$ cat config.mk
export PLATFORM = sky130hd
export DESIGN_NAME = polyshift_r_seq
export DESIGN_NICKNAME = d
export VERILOG_FILES = /design/src/rtl/polyshift_r_seq.sv
export SDC_FILE = /design/constraint.sdc
export NUM_CORES = 1
export LEC_CHECK = 0
export BUFFER_PORTS_ARGS = -buffer_cell sky130_fd_sc_hd__buf_2
export CAP_MARGIN = 20
export CORE_UTILIZATION = 52
export CTS_CLUSTER_DIAMETER = 120
export DETAILED_ROUTE_END_ITERATION = 16
export PLACE_DENSITY = 0.86
export SYNTH_ARGS = -nofsm -noshare
export SYNTH_HDL_FRONTEND = slang
export SYNTH_SLANG_ARGS = --single-unit
$ cat constraint.sdc
create_clock -name clk_i -period 2.26 [get_ports clk_i]
set_input_delay 0.113 -clock clk_i [delete_from_list [all_inputs] [get_ports clk_i]]
set_output_delay 0.113 -clock clk_i [all_outputs]
set_load 0.005 [all_outputs]
$ cat src/rtl/polyshift_r_seq.sv
// polyshift_r_seq: bit-serial right shifter with carry and zero flags.
// It moves one bit position per clock in one of four modes: logical,
// arithmetic, rotate, or rotate through carry. Requests arrive over a
// valid/ready handshake. The result is held in dedicated output registers,
// so data_o/cf_o/zf_o keep the last result until the next one is produced.
// WORD_WIDTH must be at least 2.
module polyshift_r_seq #(
  parameter int WORD_WIDTH = 8
) (
  input  logic                          clk_i,
  input  logic                          rst_i,
  input  logic                          valid_i,
  output logic                          ready_o,
  input  logic [WORD_WIDTH-1:0]         data_i,
  input  logic [$clog2(WORD_WIDTH)-1:0] shift_size_i,
  input  logic [1:0]                    mode_i,
  input  logic                          cf_i,
  output logic                          valid_o,
  input  logic                          ready_i,
  output logic [WORD_WIDTH-1:0]         data_o,
  output logic                          cf_o,
  output logic                          zf_o
);

  localparam int CntWidth = $clog2(WORD_WIDTH);

  typedef enum logic [1:0] {
    IDLE  = 2'd0,
    SHIFT = 2'd1,
    DONE  = 2'd2
  } state_e;

  typedef enum logic [1:0] {
    MODE_LSR = 2'b00,
    MODE_ASR = 2'b01,
    MODE_ROR = 2'b10,
    MODE_RCR = 2'b11
  } shiftMode_e;

  state_e                  state_q, state_d;
  shiftMode_e              mode_q, mode_d;
  logic [WORD_WIDTH-1:0]   data_q, data_d;
  logic                    carry_q, carry_d;
  logic [CntWidth-1:0]     shiftCnt_q, shiftCnt_d;
  logic [WORD_WIDTH-1:0]   result_q;
  logic                    resultCf_q;
  logic                    resultZf_q;

  logic [WORD_WIDTH-1:0]   stepData;
  logic                    stepCarry;
  logic                    loadResult;

  // Compute one 1-bit right step of the working word. Only the bit that
  // enters the MSB depends on the mode. The bit leaving bit 0 always becomes
  // the carry, so rotate-through-carry forms a (W+1)-bit ring with carry_q.
  always_comb begin
    stepData  = {1'b0, data_q[WORD_WIDTH-1:1]};
    stepCarry = data_q[0];
    unique case (mode_q)
      MODE_LSR: stepData[WORD_WIDTH-1] = 1'b0;
      MODE_ASR: stepData[WORD_WIDTH-1] = data_q[WORD_WIDTH-1];
      MODE_ROR: stepData[WORD_WIDTH-1] = data_q[0];
      MODE_RCR: stepData[WORD_WIDTH-1] = carry_q;
      default:  stepData[WORD_WIDTH-1] = 1'b0;
    endcase
  end

  // Next-state and working-register update logic. A request is only taken
  // in IDLE, and ready_o is exactly the IDLE decode, so valid_i alone
  // qualifies the accept. loadResult marks the edge that produces a result:
  // either a zero-length accept or the final shift step.
  always_comb begin
    state_d    = state_q;
    mode_d     = mode_q;
    data_d     = data_q;
    carry_d    = carry_q;
    shiftCnt_d = shiftCnt_q;
    loadResult = 1'b0;
    unique case (state_q)
      IDLE: begin
        if (valid_i) begin
          data_d     = data_i;
          carry_d    = cf_i;
          mode_d     = shiftMode_e'(mode_i);
          shiftCnt_d = shift_size_i;
          if (shift_size_i == '0) begin
            state_d    = DONE;
            loadResult = 1'b1;
          end else begin
            state_d = SHIFT;
          end
        end
      end
      SHIFT: begin
        data_d     = stepData;
        carry_d    = stepCarry;
        shiftCnt_d = shiftCnt_q - CntWidth'(1);
        if (shiftCnt_q == CntWidth'(1)) begin
          state_d    = DONE;
          loadResult = 1'b1;
        end
      end
      DONE: begin
        if (ready_i) begin
          state_d = IDLE;
        end
      end
      default: begin
        state_d = IDLE;
      end
    endcase
  end

  // State and working registers. Reset discards any operation in flight.
  always_ff @(posedge clk_i or posedge rst_i) begin
    if (rst_i) begin
      state_q    <= IDLE;
      mode_q     <= MODE_LSR;
      data_q     <= '0;
      carry_q    <= 1'b0;
      shiftCnt_q <= '0;
    end else begin
      state_q    <= state_d;
      mode_q     <= mode_d;
      data_q     <= data_d;
      carry_q    <= carry_d;
      shiftCnt_q <= shiftCnt_d;
    end
  end

  // Result registers. They capture the final working value on the edge
  // that enters DONE and then hold it until the next result is produced.
  always_ff @(posedge clk_i or posedge rst_i) begin
    if (rst_i) begin
      result_q   <= '0;
      resultCf_q <= 1'b0;
      resultZf_q <= 1'b1;
    end else if (loadResult) begin
      result_q   <= data_d;
      resultCf_q <= carry_d;
      resultZf_q <= (data_d == '0);
    end
  end

  assign ready_o = (state_q == IDLE);
  assign valid_o = (state_q == DONE);
  assign data_o  = result_q;
  assign cf_o    = resultCf_q;
  assign zf_o    = resultZf_q;

endmodule

Word-level counts from Yosys, hierarchy flattened
Index checks and enable logic that the tools add are counted.
W data, S select, Z words.

storage, ports and cells
  output and inout port bits = 12
  word-level logic and storage cells = 42
  register bits = 26
  bits of input ports = 18

operators by class
  mux-type cells = 16
  $add $sub $neg = 1
  reduce and logical (&&, ||, !) cells = 8
  equality and inequality tests = 9

operators with widths
  kind                   number
  $pmux W8 S2            1
  $logic_not A8 Y1       1
  $mux W2                4
  $mux W8                1
  $eq A2 B2 Y1 const B   3
  $pmux W2 S3            1
  $pmux W3 S2            1
  $eq A2 B1 Y1 const B   2
  $logic_not A2 Y1       2
  $mux W1                4
  $ne A2 B2 Y1 const B   2
  $pmux W1 S2            2
  $pmux W1 S4            1
  $reduce_and A2 Y1      2
  $eq A3 B1 Y1 const B   1
  $logic_not A3 Y1       1
  $mux W3                1
  $reduce_and A3 Y1      1
  $sub A3 B1 Y3 const B  1
  $ne A2 B1 Y1 const B   1
  $reduce_bool A2 Y1     1

Depth between registers and ports, before layout
Gate-level depths: netlist of the first run.

  word-level depth = 4
  depth in mapped cells = 7
  depth with buffers taken out = 6

Least setup slack after synthesis of the first run
OpenSTA, ideal clock, no wires.

  kind = flip-flop to flip-flop
  start point = reg state_q[0]
  end point = reg result_q[0], in the netlist data_o[0]
  path slack = 519 ps
  buffers on the path = 2
  arrival time = 1616 ps
  library setup time = 125 ps
  data required time = 2135 ps
  period minus slack after synthesis = 1741 ps
  stages on the path, launching flop included = 7
  cells stage by stage = dfrtp_1 > buf_6 > and2b_1 > a32oi_1 > nor2_1 > buf_2 > mux2_2

between the ends
  longest elaborated chain between the ends = 2
  elaborated cells between the ends (all ways) = 4
  classes of those cells = 1 x eq/ne; 2 x mux; 1 x reduce/logical

RTL lines
  what                                                     RTL line  source
  start: declaration                                       40        state_e state_q, state_d;
  start signal: assignment                                 123       state_q <= state_d;
  $eq A2 B1 Y1 / $logic_not A2 Y1 (equally long branches)  79        unique case (state_q)
  $pmux W8 S2 / $pmux W1 S2 (equally long branches)        79
  end signal: assignment                                   139       result_q <= data_d;
  end: declaration                                         45        logic [WORD_WIDTH-1:0] result_q;

Several ways; a longest one is shown, not always the timed one.
A chain may end at the register's enable or synchronous reset.

Worst setup path in the final report of the first run
  start point = reg state_q[0]
  end point = reg resultZf_q, in the netlist zf_o

between the ends
  longest elaborated chain between the ends = 3
  elaborated cells between the ends (all ways) = 5
  classes of those cells = 1 x eq/ne; 2 x mux; 2 x reduce/logical

RTL lines
  what                                                     RTL line  source
  $eq A2 B1 Y1 / $logic_not A2 Y1 (equally long branches)  79
  $pmux W8 S2 *                                            79
  net data_d[0]                                            42        logic [WORD_WIDTH-1:0] data_q, data_d;
  $logic_not A8 Y1 *                                       141       resultZf_q <= (data_d == '0);
  end signal: assignment                                   141
  end: declaration                                         47        logic resultZf_q;

The timed path passes the listed nets; every way through them passes the cells marked *.

==> results.rst, run 1 <==
.. list-table::
   :header-rows: 1

   * - Metric
     - Value
   * - Capture instance of the worst register-to-register path
     - zf_o$_DFFE_PP1P_
   * - Largest buffer count on any clock path
     - 2
   * - Number of pins exceeding their max-slew limit in the final report
     - 0
   * - Critical path, cell by cell
     - or4b_4, o221a_4, nor4_2, nand2_1, o41ai_2
   * - Data arrival time of the critical path
     - 2.22 ns
   * - Kind of cell adding the most delay to the critical path
     - simple AND/OR/NAND/NOR gates
   * - Final count of hold timing violations
     - 25
   * - Achievable clock frequency
     - just over 0.5 GHz
   * - Worst EP required
     - 2.50 ns
   * - Die Y-Extent
     - 51.3 µm
   * - Source-to-sink clock delay at the later pin of the worst-skew pair
     - between 0.3 and 0.4 ns
   * - Clock buffers created by TritonCTS
     - 3
   * - Worst Hold Margin
     - -0.0304 ns
   * - Total iterations of the first detailed-routing run
     - 4
   * - Overall power after layout
     - between 2 and 2.5 mW
   * - Multi-input combinational cell area
     - between 500 and 600 µm²
   * - Number of instances in the synthesized netlist
     - ~110
   * - Relative slew slack
     - between 30 and 40%
   * - Total detailed-routing wirelength
     - 2.51 mm
   * - Reg2reg path depth
     - 5
   * - Power density over the cells
     - around 1500 mW/mm²
   * - Critical path class
     - reg2reg
   * - Leading cell type in the layout, fill and taps excluded
     - sky130_fd_sc_hd__buf_2
   * - Initial antenna violation count
     - 0
   * - Average instance area after synthesis
     - roughly 12 µm²
   * - Largest net degree at the start of global routing
     - 27
   * - Number of I/O pins
     - 30
   * - Starting density of the core
     - a little under three fifths
   * - Starting DRC count in detailed routing
     - 23
   * - GRT Total Usage
     - between 20% and 30%
   * - Placer congestion estimate
     - ~0.79
   * - Global route overflow
     - 0
   * - Count of input and output buffers
     - 29
   * - Antenna-violating nets left
     - 0
   * - # DRC
     - 0
   * - Violations in the final reports
     - hold timing
   * - Cell Area, Synth
     - between 0.001 and 0.0015 mm²
   * - Seq cells post-synth
     - 26
   * - # nets final
     - between 150 and 200
   * - Sinks on Clock Net
     - 26
   * - Crit share post-route
     - 87.6%
   * - Number of warnings reported in the yosys synthesis log
     - 0
   * - Highest cell delay on the worst timing path
     - slightly below 0.6 ns
   * - Synthesis-to-layout area growth
     - 16.9%
   * - RSZ-0062 raised after global routing
     - false
   * - Post-route setup TNS
     - 0 ns
   * - Via Count
     - a little under 1,000
   * - Maximum vdd ir drop
     - 808 µV
   * - Sum of net half-perimeters after detailed placement
     - between 1.5 and 2 mm
   * - Share of cells above drive strength 1
     - 40.4%
   * - Maximum net fanout on the critical path
     - 20
   * - Worst path bufs/invs
     - 0
   * - Kind of capture point of the worst setup path
     - flop
   * - Post CTS Setup Buffer Count
     - 0
   * - Clock period minus worst slack
     - around 2.0 ns
   * - Class of the worst hold path
     - in2async
   * - Clock tree from TritonCTS
     - done
   * - Number of nets in the synthesized netlist
     - roughly 130
   * - Vias per std cell
     - approximately 6
   * - Core area
     - between 0.002 and 0.0025 mm²
   * - Clock skew
     - 0.00324 ns
   * - CTS H-tree lvls
     - 1
   * - Commonest cells after routing, fill and taps aside
     - sky130_fd_sc_hd__buf_2 (29), sky130_fd_sc_hd__dfrtp_1 (25), sky130_fd_sc_hd__mux2_2 (11)
   * - Number of library cell types mapped by synthesis
     - 35
   * - Cell row count
     - 17
   * - First-pass GRT wire length
     - 4.30 mm
   * - Outcome
     - finished, violations left
   * - Cell chosen for the clock root
     - sky130_fd_sc_hd__clkbuf_4
   * - Crit start category
     - flop
   * - Critical path's slowest cell
     - sky130_fd_sc_hd__dfrtp_1
   * - Total setup violations reported at the end of the flow
     - 0
   * - Vias in the first global route
     - 960
   * - Register-to-register path setup slack
     - 0.28 ns
   * - Reg-to-reg startpoint
     - state_q[0]$_DFFE_PP0P_
   * - Count of filler cells inserted in the layout
     - 196
   * - Combined flip-flop and latch cell area
     - approximately 650 µm²
   * - Reported max-cap violation count
     - 0
   * - Per-cell routed wire length
     - 15.3 µm
   * - Die footprint
     - 0.00263 mm²
   * - Sequential share of the synthesized area
     - between 50% and 60%
   * - Die width
     - 51.3 µm
   * - Clk slew on worst S/H paths
     - around 0.14 ns
   * - N_diodes
     - 0
   * - Static Leak
     - 0.691 nW
   * - Worst Tran Pin Value
     - about 0.94 ns
[worst max path at each step]
stage / from / end / slack (ns) / depth (start not counted)
6_report: state_q[0]$_DFFE_PP0P_ / zf_o$_DFFE_PP1P_ / 0.28 / 5
5_1_grt: state_q[0]$_DFFE_PP0P_ / zf_o$_DFFE_PP1P_ / 0.13 / 5
4_1_cts: state_q[0]$_DFFE_PP0P_ / zf_o$_DFFE_PP1P_ / 0.27 / 5
3_5_place_dp: state_q[0]$_DFFE_PP0P_ / zf_o$_DFFE_PP1P_ / 0.32 / 5
3_3_place_gp: state_q[0]$_DFFE_PP0P_ / zf_o$_DFFE_PP1P_ / 0.32 / 5
2_1_floorplan: state_q[0]$_DFFE_PP0P_ / data_o[0]$_DFFE_PP0P_ / 0.52 / 6
[routing by layer]
metal	routed length (µm)	share of wire (%)	track usage, %
met1	1110	44	28.3
met2	1170	47	35.3
met3	139	5.5	4.17
met4	95	3.8	14.9
met5	0	0	0
[registers in the layout, summed over array words and instances (netlist names)]
| register | flops |
|---|---|
| mode_q | 2 |
| zf_o | 1 |
| cf_o | 1 |
| data_o | 8 |
| shiftCnt_q | 3 |
| data_q | 8 |
| carry_q | 1 |
| state_q | 2 |
[timing repair]
action                                  4_1_cts  5_1_grt
endpoints found under the hold margin         1        0
resized for setup                             0        0
hold buffers                                  1        0
endpoints found under the setup margin        0        0
[kinds of logic (layout without fill, tap and decap cells)]
family	after synthesis	count (layout)	synth area share [%]
flip-flops	26	26	51.5
AND/OR/NAND/NOR	27	27	13.8
AO/OA/AOI/OAI	27	27	17.6
buffers and inverters	14	43	5.24
adder cells (fa/ha/maj)	2	2	1.98
multiplexers	11	11	9.79
[stage by stage]
stage	hold WS, ns	util [%]	std cells	cell area (µm²)	worst slack (ns)
after global placement	0.345	62.8	159	1420	0.322
after CTS	0.00449	65.6	164	1480	0.275
final	-0.0304	65.6	164	1480	0.281
after detailed placement	0.349	62.8	159	1420	0.318
after global routing	0.000274	65.6	164	1480	0.128
after floorplan	0.152	-	107	1260	0.519
[final cells by class]
class                      count  share of cell area [%]
tap                           28                    2.37
inverter                       8                    2.03
multi-input combinational     67                    37.0
clock buffer                   3                    1.52
timing repair buffer          31                    11.0
sequential                    26                    44.1
clock inverter                 1                    2.03
[where the power goes]
part           switching [mW]  internal [mW]  total [mW]
clock network           0.143          0.180       0.323
registers               0.192          0.700       0.892
logic                   0.471          0.495       0.966
total                   0.806           1.37        2.18
[worst reg2reg max path: stages, from the launching register on]
cell and delay, ns:
sky130_fd_sc_hd__dfrtp_1 0.59, sky130_fd_sc_hd__or4b_4 0.59, sky130_fd_sc_hd__o221a_4 0.14, sky130_fd_sc_hd__nor4_2 0.26, sky130_fd_sc_hd__nand2_1 0.10, sky130_fd_sc_hd__o41ai_2 0.22
[cells in the mapped netlist]
| master | instances | area [µm²] |
|---|---|---|
| sky130_fd_sc_hd__o41ai_2 | 1 | 16.3 |
| sky130_fd_sc_hd__nor2b_1 | 4 | 25.0 |
| sky130_fd_sc_hd__o221a_2 | 4 | 45.0 |
| sky130_fd_sc_hd__o21bai_1 | 1 | 7.51 |
| sky130_fd_sc_hd__o21ba_1 | 1 | 10.0 |
| sky130_fd_sc_hd__nand3b_1 | 1 | 7.51 |
| sky130_fd_sc_hd__a21oi_1 | 4 | 20.0 |
| sky130_fd_sc_hd__a32oi_1 | 3 | 26.3 |
| sky130_fd_sc_hd__buf_4 | 1 | 7.51 |
| sky130_fd_sc_hd__nor4_2 | 1 | 12.5 |
| sky130_fd_sc_hd__ha_1 | 2 | 25.0 |
| sky130_fd_sc_hd__dfrtp_1 | 25 | 626 |
| sky130_fd_sc_hd__clkbuf_1 | 2 | 7.51 |
| sky130_fd_sc_hd__o221a_4 | 1 | 20.0 |
| sky130_fd_sc_hd__nor3_1 | 1 | 5.00 |
| sky130_fd_sc_hd__and3b_1 | 1 | 8.76 |
| sky130_fd_sc_hd__inv_1 | 8 | 30.0 |
| sky130_fd_sc_hd__nand2_1 | 6 | 22.5 |
| sky130_fd_sc_hd__dfstp_2 | 1 | 26.3 |
| sky130_fd_sc_hd__or4b_1 | 3 | 30.0 |
| sky130_fd_sc_hd__or2_2 | 1 | 6.26 |
| sky130_fd_sc_hd__a21o_1 | 1 | 7.51 |
| sky130_fd_sc_hd__o21ai_0 | 3 | 15.0 |
| sky130_fd_sc_hd__o22ai_1 | 3 | 18.8 |
| sky130_fd_sc_hd__a22oi_1 | 2 | 15.0 |
| sky130_fd_sc_hd__a31oi_1 | 2 | 12.5 |
| sky130_fd_sc_hd__or4b_4 | 1 | 13.8 |
| sky130_fd_sc_hd__mux2_2 | 11 | 124 |
| sky130_fd_sc_hd__and3_1 | 1 | 6.26 |
| sky130_fd_sc_hd__nor2_1 | 3 | 11.3 |
| sky130_fd_sc_hd__buf_2 | 2 | 10.0 |
| sky130_fd_sc_hd__nand2b_1 | 3 | 18.8 |
| sky130_fd_sc_hd__and2b_1 | 1 | 7.51 |
| sky130_fd_sc_hd__buf_6 | 1 | 11.3 |
| sky130_fd_sc_hd__o22a_1 | 1 | 8.76 |
No activity file was read; power rests on OpenSTA's default activity.
==> run 2, diff against run 1 <==
REMOVE_ABC_BUFFERS = 1   (was not set)
==> run 2 against run 1 <==
  * The run now ends clean
  * Combinational power grew 3.0%
  * Cell area is 1.3% higher
  * Clock skew down 0.0027 ns
  * Via count shrank 1.7%
  * Clock power decreased by 29%
  * Sequential share of layout area shrank 0.55 points
  * Final cell count up 1.2%
  * Fmax is 1.7% lower
  * Clock-buffer cell count up 1
  * Non-clock buffer count increased by 2
  * First-iteration DRC count down 17%
  * Worst setup slack got worse by 0.035 ns
  * Critical path type unchanged
  * Largest cell class unchanged
==> results.rst, run 2 (synthesis gave the netlist of run 1 again) <==
.. list-table::
   :header-rows: 1

   * - Metric
     - Value
   * - Outcome
     - finished clean
   * - Total iterations of the first detailed-routing run
     - 4
   * - Clock buffers created by TritonCTS
     - 3
   * - Starting DRC count in detailed routing
     - 19
   * - Reg2reg path depth
     - 5
   * - RSZ-0062 raised after global routing
     - false
   * - Largest net degree at the start of global routing
     - 27
   * - Slack of the critical path
     - between 0.2 and 0.25 ns
   * - Kind of capture point of the worst setup path
     - flop
   * - Clock tree from TritonCTS
     - done
   * - Largest buffer count on any clock path
     - 2
   * - Critical path's slowest cell
     - sky130_fd_sc_hd__dfrtp_1
   * - Kind of cell adding the most delay to the critical path
     - simple AND/OR/NAND/NOR gates
   * - Number of pins exceeding their max-slew limit in the final report
     - 0
   * - Maximum vdd ir drop
     - between 800 and 900 µV
   * - Post-cts resize count
     - 0
   * - Via Count
     - approximately 970
   * - Die Y-Extent
     - 51.3 µm
   * - Class of the worst hold path
     - in2reg
   * - Critical path, cell by cell
     - or4b_4, o221a_4, nor4_2, nand2_1, o41ai_2
   * - Reported max-cap violation count
     - 0
   * - Number of instances on the worst hold path
     - 2
   * - Core area
     - approximately 0.0023 mm²
   * - Critical path class
     - reg2reg
   * - Per-cell routed wire length
     - 15.6 µm
   * - Sinks on Clock Net
     - 26
   * - Worst EP required
     - between 2 and 2.5 ns
   * - Leading cell type in the layout, fill and taps excluded
     - sky130_fd_sc_hd__buf_2
   * - Worst path bufs/invs
     - 0
   * - # nets final
     - between 150 and 200
   * - Sum of net half-perimeters after detailed placement
     - between 1.5 and 2 mm
   * - Maximum net fanout on the critical path
     - 20
   * - N_diodes
     - 0
   * - Power density over the cells
     - 1410 mW/mm²
   * - Cell row count
     - 17
   * - Place WS
     - ~0.27 ns
   * - Static Leak
     - ~0.7 nW
   * - Data arrival time of the critical path
     - between 2 and 2.5 ns
   * - CTS H-tree lvls
     - 1
   * - Crit share post-route
     - between 80% and 90%
   * - Capture instance of the worst register-to-register path
     - zf_o$_DFFE_PP1P_
   * - Starting density of the core
     - a little under three fifths
   * - # DRC
     - 0
   * - Total detailed-routing wirelength
     - ~2.6 mm
   * - Highest cell delay on the worst timing path
     - between 0.5 and 0.6 ns
   * - Post CTS Setup Buffer Count
     - 0
   * - Reg-to-reg startpoint
     - state_q[0]$_DFFE_PP0P_
   * - Hold Crit Start
     - mode_i[0]
   * - First-pass GRT wire length
     - 4.50 mm
   * - Achievable clock frequency
     - between 0.4 and 0.5 GHz
   * - Register-to-register path setup slack
     - approximately 0.25 ns
   * - Source-to-sink clock delay at the later pin of the worst-skew pair
     - roughly 0.31 ns
   * - Final count of hold timing violations
     - 0
   * - Synthesis-to-layout area growth
     - 18.4%
   * - Crit start category
     - flop
   * - Clk slew on worst S/H paths
     - approximately 0.13 ns
   * - Count of input and output buffers
     - 29
   * - Die width
     - between 50 and 60 µm
   * - Total setup violations reported at the end of the flow
     - 0
   * - Relative slew slack
     - 65.3%
   * - Share of cells above drive strength 1
     - between 40% and 50%
   * - Vias per std cell
     - slightly below 6
   * - Cell chosen for the clock root
     - sky130_fd_sc_hd__clkbuf_4
   * - Clock period minus worst slack
     - 2.01 ns
   * - Commonest cells after routing, fill and taps aside
     - sky130_fd_sc_hd__buf_2 (29), sky130_fd_sc_hd__dfrtp_1 (25), sky130_fd_sc_hd__mux2_2 (11)
   * - Initial antenna violation count
     - 0
   * - Post-route setup TNS
     - 0 ns
   * - Number of I/O pins
     - 30
   * - Min-Delay Endpoint
     - mode_q[0]$_DFFE_PP0P_
   * - Placer congestion estimate
     - 0.747
   * - Die footprint
     - approximately 0.0026 mm²
   * - Worst Tran Pin Value
     - ~0.52 ns
   * - Clock skew
     - roughly 0.00057 ns
   * - GRT Total Usage
     - about a quarter
   * - Cts hold-fix bufs
     - 0
   * - Vias in the first global route
     - roughly 1,000
   * - Global route overflow
     - 0
   * - Antenna-violating nets left
     - 0
==> run 2: where the power goes <==
| part | total, mW | switching (mW) | leakage (nW) | internal, mW |
|---|---|---|---|---|
| Clock | 0.229 | 0.131 | 0.0210 | 0.0984 |
| Sequential | 0.889 | 0.189 | 0.303 | 0.700 |
| Combinational | 0.995 | 0.484 | 0.378 | 0.510 |
| Total | 2.11 | 0.804 | 0.702 | 1.31 |
==> run 2: cell type report <==
cell class	count	area [µm²]
fill	176	757
sequential	26	652
clock buffer	4	36.3
multi-input combinational	67	547
tap	28	35.0
inverter	8	30.0
timing repair buffer	33	198
==> run 2: stage by stage <==
step	util (%)	instances	hold WS (ns)	power, mW	area [µm²]
CTS	64.8	164	0.0120	2.12	1460
global placement	63.2	160	0.346	1.82	1420
finish	66.4	166	0.0243	2.11	1500
global route	66.4	166	0.0139	2.27	1500
detailed placement	63.2	160	0.354	1.88	1420
floorplan	-	101	0.152	1.55	1230
==> run 2: worst max path at each step <==
stage               slack [ns]  cells past startpoint                to                   start
floorplan                 0.30                      4  cf_o$_DFFE_PP0P_  state_q[0]$_DFFE_PP0P_
global placement          0.35                      5  zf_o$_DFFE_PP1P_  state_q[0]$_DFFE_PP0P_
detailed placement        0.27                      5  zf_o$_DFFE_PP1P_  state_q[0]$_DFFE_PP0P_
CTS                       0.24                      5  zf_o$_DFFE_PP1P_  state_q[0]$_DFFE_PP0P_
global route              0.12                      5  zf_o$_DFFE_PP1P_  state_q[0]$_DFFE_PP0P_
finish                    0.25                      5  zf_o$_DFFE_PP1P_  state_q[0]$_DFFE_PP0P_
==> run 2: metal layers <==
layer  track usage [%]  vias up  share of wire [%]
met5                 0        -                  0
met4              8.56        0               0.66
met3              5.06        2                4.5
met2              40.4       25                 54
met1              28.6      482                 41
li1                  -      456                  -
